File: src/rtl/modulador_trifasico_core.sv
// modulador_trifasico_core: three independent phase channels, each stepping one level at a time
// toward a clamped request and then waiting DEAD_CYCLES before it may step again.
module modulador_trifasico_core #(
   parameter int unsigned DEAD_CYCLES = 2
) (
   input  logic       clk,
   input  logic       rst,
   input  logic [2:0] PhA,
   input  logic [2:0] PhB,
   input  logic [2:0] PhC,
   output logic [5:0] outA,
   output logic [5:0] outB,
   output logic [5:0] outC
);
   logic [2:0][2:0] req;
   logic [2:0][5:0] thermo;
   assign req    = {PhC, PhB, PhA};
   assign outA   = thermo[0];
   assign outB   = thermo[1];
   assign outC   = thermo[2];
   for (genvar g = 0; g < 3; g++) begin : g_ch
      logic signed [2:0] clamped;
      logic signed [2:0] target;
      logic signed [2:0] current;
      logic        [3:0] cnt;
      logic        [2:0] lvl;
      assign clamped = (req[g] == 3'b100) ? -3'sd3 : signed'(req[g]);
      always_ff @(posedge clk or negedge rst)
         if (!rst) begin
            target  <= '0;
            current <= '0;
            cnt     <= '0;
         end else begin
            target <= clamped;
            if (|cnt)
               cnt <= cnt - 4'd1;
            else if (target != current) begin
               current <= (target > current) ? current + 3'sd1 : current - 3'sd1;
               cnt     <= 4'(DEAD_CYCLES);
            end
         end
      // level offset by +3 gives the count of upper switches on (0..6)
      assign lvl       = unsigned'(current) + 3'd3;
      assign thermo[g] = 6'h3f >> (3'd6 - lvl);
   end
endmodule

File: config.mk
export PLATFORM = sky130hd
export DESIGN_NAME = modulador_trifasico_core
export DESIGN_NICKNAME = d
export VERILOG_FILES = /design/src/rtl/modulador_trifasico_core.sv
export SDC_FILE = /design/constraint.sdc
export NUM_CORES = 1
export LEC_CHECK = 0
export ABC_AREA = 1
export BUFFER_PORTS_ARGS = -buffer_cell sky130_fd_sc_hd__buf_2
export CORE_UTILIZATION = 50
export CTS_BUF_LIST = sky130_fd_sc_hd__clkbuf_8
export DETAILED_ROUTE_END_ITERATION = 10
export PLACE_DENSITY = 0.72
export SLEW_MARGIN = 20
export SYNTH_ARGS = -nofsm -noshare
export SYNTH_HDL_FRONTEND = slang
export SYNTH_SLANG_ARGS = --single-unit
File: constraint.sdc
create_clock -name clk -period 2.7 [get_ports clk]
set_input_delay 0 -clock clk [delete_from_list [all_inputs] [get_ports clk]]
set_output_delay 0 -clock clk [all_outputs]
set_load 0.005 [all_outputs]
==> reports/metrics.yaml, run 1 <==
maxSlewViolCount: 0
grt_pass1_wl_mm: 4.86
dr.pass1.iters: 4
ys_ff_latch: 30
period_minus_slack_ns: 2.04
syn_inst: 205
dieArea_sq_mm: 0.00364
min_path_type: "input port to async pin"
synth_area_leaders: "dfrtp_1, inv_1, ha_1"
clkSlewWorstSetupHoldPaths_ns: 0.06
gp_congestion: 0.805
finalClockSkew_ns: 0.00420
area_delta_synth_final_pct: 21.4
cts_tree: "built"
hold_viol_final: 0
die_h_um: 60.4
synthAdderAreaFrac_pct: 12.3
netlist.area_leader.share_pct: 44.1
yosysTopAreaCell: "dfrtp_1"
portBuffers: 28
fin_tns_setup_ns: 0
period_share_pct: 75.5
synth-xor-area-share_pct: 1.54
outcome: "completed"
slew_headroom_pct: 56.7
reg2regPathDepth: 10
r2r-end: "g_ch[0].current[2]"
htreeDepth: 2
place_area_sq_mm: 0.00188
cts_inserted_buffers: 5
path_max_fanout: 7
worst_pin_slew_ns: 0.649
rr_startpoint: "g_ch[0].current[2]"
grt_use_total_pct: 18.7
cts_sinks: 30
ff2ff_setup_slack_ns: 0.66
synth-edff-count: 0
yosys_warnings: 0
postCtsResizedCells: 0
syn_nets: 231
netlist_area_sq_mm: 0.00170
synthFlopType: "dfrtp_1"
async_flop_share_pct: 100
grt_max_degree: 31
setup_ws_ns: 0.661
ir_drop_mv: 0.493
crit_start: "g_ch[0].current[2]"
place_ws_ns: 0.677
wirelength_mm: 2.81
cp-endpoint: "g_ch[0].current[2]"
fin_util_pct: 65.6
initial_utilization_pct: 54.0
remaining_drc_errors: 0
cp-start-kind: "flip-flop"
leakage_nw: 1.14
final_common_cell: "inv_1"
p_per_area_mw_per_mm2: 1110
setup_violations: 0
post_drt_wl_per_cell_um: 9.71
synth_mux_area_share_pct: 0
clock_latency_ns: 0.28
yosysSeqAreaShare_pct: 44.1
cp.required_ns: 2.88
place_hpwl_mm: 2.07
drt_iter0_drc: 33
cts_setup_buffers: 0
io_pins: 29
rsz0062_at_grt: "false"
antenna_found_initial: 0
yosys.area_share.simple_pct: 22.3
worst_setup_path_end_kind: "flip-flop"
final_cell_area_sq_mm: 0.00207
ant_nets: 0
vias_per_cell: 4.62
maxCapViolCount: 0
cts-root-buf: "clkbuf_8"
worstPathArrival_ns: 2.22
fin_nets: 270
max_freq_ghz: 0.491
fp.coreArea_sq_mm: 0.00315
die_w_um: 60.4
rows: 20
diodes: 0
clk_path_buf_depth: 2
grt_pass1_vias: 1264
crit_type: "flip-flop to flip-flop"
via_count: 1334
drive_gt1_share_pct: 22.4
ys_types: 21
postSynthAreaPerCell_sq_um: 8.31
synth_compound_area_share_pct: 7.86
overflow: 0
most-common-layout-cells: "inv_1, nand2_1, dfrtp_1"
synth_top_family_by_area: "simple AND/OR/NAND/NOR gates"
## cell type report
class                      count  area [sq um]
inverter                      48           180
multi-input combinational    121           749
clock inverter                 2          8.76
timing repair buffer          38           240
sequential                    30           751
clock buffer                   6          82.6
tap                           44          55.1
fill                         279          1090
## per-layer routing
metal	global-route usage, %	routed length (um)	up-vias
li1	-	-	709
met4	7.31	29	0
met2	33.1	1440	18
met1	19.8	1240	605
met3	7.68	104	2
met5	0	0	-
## how the worst min path moves through the flow
stage,startpoint,end
floorplan,rst,g_ch[0].cnt[0]
global placement,rst,g_ch[1].target[1]
detailed placement,rst,g_ch[1].current[2]
CTS,rst,g_ch[1].current[2]
global route,rst,g_ch[1].current[2]
finish,rst,g_ch[1].current[2]
## synthesized netlist by cell type, types with 5 or more instances
cell type,number
nor3_1,5
clkbuf_1,6
nand2_2,6
nand3_1,11
inv_2,7
a21oi_1,5
ha_1,12
dfrtp_1,30
inv_1,41
o21ai_0,16
nor2_1,12
nand2_1,33
nand3_2,5
## worst max-delay path, cell delays in order (launching register included)
cell and delay (ns):
dfrtp_1 0.44, inv_1 0.10, ha_1 0.31, or2_1 0.25, nand2_1 0.09, nand2_1 0.06
fa_1 0.38, nand3_1 0.12, nand3_1 0.08, nand2_1 0.05, nand2_1 0.05
## flip-flops by register name (all words and copies together), names as in the netlist
name	flops
g_ch.cnt	12
g_ch.current	9
g_ch.target	9
## report_power, final
group	internal, mW	leakage [nW]	switching, mW
Clock	0.201	0.0524	0.164
Sequential	0.624	0.355	0.135
Combinational	0.485	0.730	0.682
## through the flow
step	std cells	hold WS, ns	power, mW
floorplan	205	-0.296	1.63
global placement	271	0.0817	1.90
detailed placement	271	0.0660	1.95
CTS	289	0.288	2.33
global route	289	0.348	2.58
finish	289	0.270	2.29
## repair_timing
item | 4_1_cts | 5_1_grt
setup endpoints to repair | 0 | 0
hold endpoints to repair | 39 | 0
hold buffers | 10 | 0
## cell families (layout without fill, tap and decap cells)
group | Yosys count | count (layout)
and+or+nand+nor | 78 | 78
xor gates and xnor gates | 3 | 3
adders and majority gates | 15 | 15
DFF | 30 | 30
AOI/OAI and AO/OA | 25 | 25
buffers and inverters | 54 | 94
Note: power is estimated with default switching activity, not from simulation.
==> inputs of run 2 (changes only) <==
clock period = 2.1 ns   (was 2.7 ns; I/O delays follow)
==> reports/metrics.yaml, run 2 (synthesis results as in run 1) <==
overflow: 0  # unchanged
fillers: 265  # -5.0%
antenna_found_initial: 0  # unchanged
cts_sinks: 30  # unchanged
fin_tns_setup_ns: 0  # unchanged
drive_gt1_share_pct: 25.0  # +2.6 points
clkPwrFrac_pct: 15.3  # -0.6 points
hold_ws_ns: 0.271  # +0.000617 ns
clkSlewWorstSetupHoldPaths_ns: 0.06  # about the same
min_path_type: "input port to async pin"
cp_num_buf_inv: 4  # +3
top_regs: "g_ch.cnt (12), g_ch.current (9), g_ch.target (9)"
final_common_cell: "inv_1"
io_pins: 29  # unchanged
fp.coreArea_sq_mm: 0.00315  # unchanged
setup_violations: 0  # unchanged
cpPeakStageDelay_ns: 0.40  # -0.04 ns
grt_use_total_pct: 18.9  # +0.18 points
cp.required_ns: 2.27  # -0.61 ns
power.switching_mw: 1.30  # +33%
maxSlewViolCount: 0  # unchanged
cts-root-buf: "clkbuf_8"
wirelength_mm: 2.94  # +4.9%
leakage_nw: 1.15  # +1.1%
finalClockSkew_ns: 0.00561  # +0.00141 ns
clk_path_buf_depth: 2  # unchanged
worst_pin_slew_ns: 0.641  # -0.00802 ns
rows: 20  # unchanged
largest-register: "g_ch.cnt"
largest_reg_flops: 12  # unchanged
path_max_fanout: 5  # -2
grt_pass1_vias: 1179  # -6.7%
grt_max_degree: 31  # unchanged
remaining_drc_errors: 0  # unchanged
post_drt_wl_per_cell_um: 10.1  # +3.8%
path_delay_family: "adder cells"
die_w_um: 60.4  # unchanged
cts_inserted_buffers: 5  # unchanged
slew_headroom_pct: 57.3  # +0.53 points
maxCapViolCount: 0  # unchanged
via_count: 1320  # -1.0%
seqPwrFrac_pct: 31.6  # -1.5 points
hold_viol_final: 0  # unchanged
max_freq_ghz: 0.507  # +3.3%
crit_type: "flip-flop to flip-flop"
clock_latency_ns: 0.28  # about the same
place_hpwl_mm: 2.16  # +4.0%
dr.pass1.iters: 4  # unchanged
worstPathArrival_ns: 2.14  # -0.08 ns
worst_setup_path_end_kind: "flip-flop"
fin_nets: 273  # +1.1%
dieArea_sq_mm: 0.00364  # unchanged
critPathSlowestCell: "dfrtp_2"
p_comb_share_pct: 53.1  # +2.1 points
cp_cell_sequence: "inv_1 -> ha_4 -> inv_1 -> nand2_1 -> nand2_1 -> inv_2 -> nand2_2 -> fa_1 -> inv_1 -> nand3_1 -> nand4_1 -> nand2_1"
p_int_mw: 1.74  # +32%
cts_tree: "built"
p_sw_share_pct: 42.9  # +0.086 points
rsz0062_at_grt: "false"
ant_nets: 0  # unchanged
gp_congestion: 0.769  # -4.5%
vias_per_cell: 4.52  # -2.1%
outcome: "completed"
die_h_um: 60.4  # unchanged
cp-start-kind: "flip-flop"
initial_utilization_pct: 54.0  # unchanged
htreeDepth: 2  # unchanged
ir_drop_mv: 0.742  # +51%
diodes: 0  # unchanged
area_delta_synth_final_pct: 23.5
p_per_area_mw_per_mm2: 1440  # +30%
grt_pass1_wl_mm: 4.84  # -0.29%
period_minus_slack_ns: 1.97  # -0.0651 ns
drt_iter0_drc: 49  # +48%
period_share_pct: 94.0  # +18 points
portBuffers: 28  # unchanged
most-common-layout-cells: "inv_1, nand2_1, dfrtp_1"
-- run 2: cell types whose count changed in the layout (fill, tap and decap cells not counted) --
cell     delta
buf_4       +3
dfrtp_1     -1
dfrtp_2     +1
ha_1        -1
ha_4        +1
inv_1       -2
inv_2       +2
-- run 2: per-stage QoR --
step | setup slack [ns] | power, mW | utilization, % | std cells | area [sq um]
2_1_floorplan | 0.185 | 2.09 | - | 205 | 1700
3_3_place_gp | 0.146 | 2.47 | 60.0 | 273 | 1890
3_5_place_dp | 0.0301 | 2.54 | 60.0 | 273 | 1890
4_1_cts | 0.0174 | 3.03 | 66.0 | 291 | 2080
5_1_grt | 0.0326 | 3.38 | 66.7 | 292 | 2100
6_report | 0.126 | 3.04 | 66.7 | 292 | 2100
-- run 2: final timing paths --
| path | start | to | slack [ns] | depth (start not counted) |
|---|---|---|---|---|
| worst max register to register | g_ch[2].current[2] | g_ch[2].current[2] | 0.13 | 12 |
| max in group asynchronous | rst | g_ch[2].current[2] | 1.37 | 2 |
| worst max-delay path | g_ch[2].current[2] | g_ch[2].current[2] | 0.13 | 12 |
| worst min register to register | g_ch[2].cnt[1] | g_ch[2].cnt[1] | 0.50 | 2 |
| worst min-delay path | rst | g_ch[1].current[0] | 0.27 | 2 |
| min in group clk | PhA[2] | g_ch[0].target[2] | 0.37 | 2 |
-- run 2: routing by layer --
metal  GRT usage [%]  part of all wire [%]  vias up  wire (um)
met5               0                     0        -          0
met4            5.98                  0.99        0         29
met3            7.04                   3.3        5         98
met2            31.6                    50       16       1470
met1            22.7                    46      587       1350
li1                -                     -      712          -
-- run 2: area by class of cell --
cell class	instances	area, sq um	share of cell area (%)
clock buffers	6	82.6	3.93
clock inverters	2	8.76	0.416
well taps	44	55.1	2.62
repair buffers	41	263	12.5
multi-input cells	121	762	36.2
flip-flops and latches	30	752	35.8
inverters	48	180	8.57
-- run 2: worst register-to-register path, cell delays in order, from the launching register on --
cell     delay [ns]
dfrtp_2        0.40
inv_1          0.10
ha_4           0.29
inv_1          0.04
nand2_1        0.06
nand2_1        0.08
inv_2          0.06
nand2_2        0.06
fa_1           0.40
inv_1          0.08
nand3_1        0.11
nand4_1        0.10
nand2_1        0.07
-- run 2: power by group through the flow --
stage               clock [mW]  combinational [mW]  sequential [mW]
finish                   0.464                1.62            0.960
global route             0.504                1.89            0.991
CTS                      0.478                1.59            0.961
detailed placement           0                1.57            0.970
global placement             0                1.52            0.957
floorplan                    0                1.14            0.949
-- run 2: repair_timing --
action,CTS,global route
resized for setup,0,4
setup endpoints to repair,0,2
setup buffers,0,1
hold buffers,10,0
hold endpoints to repair,39,0
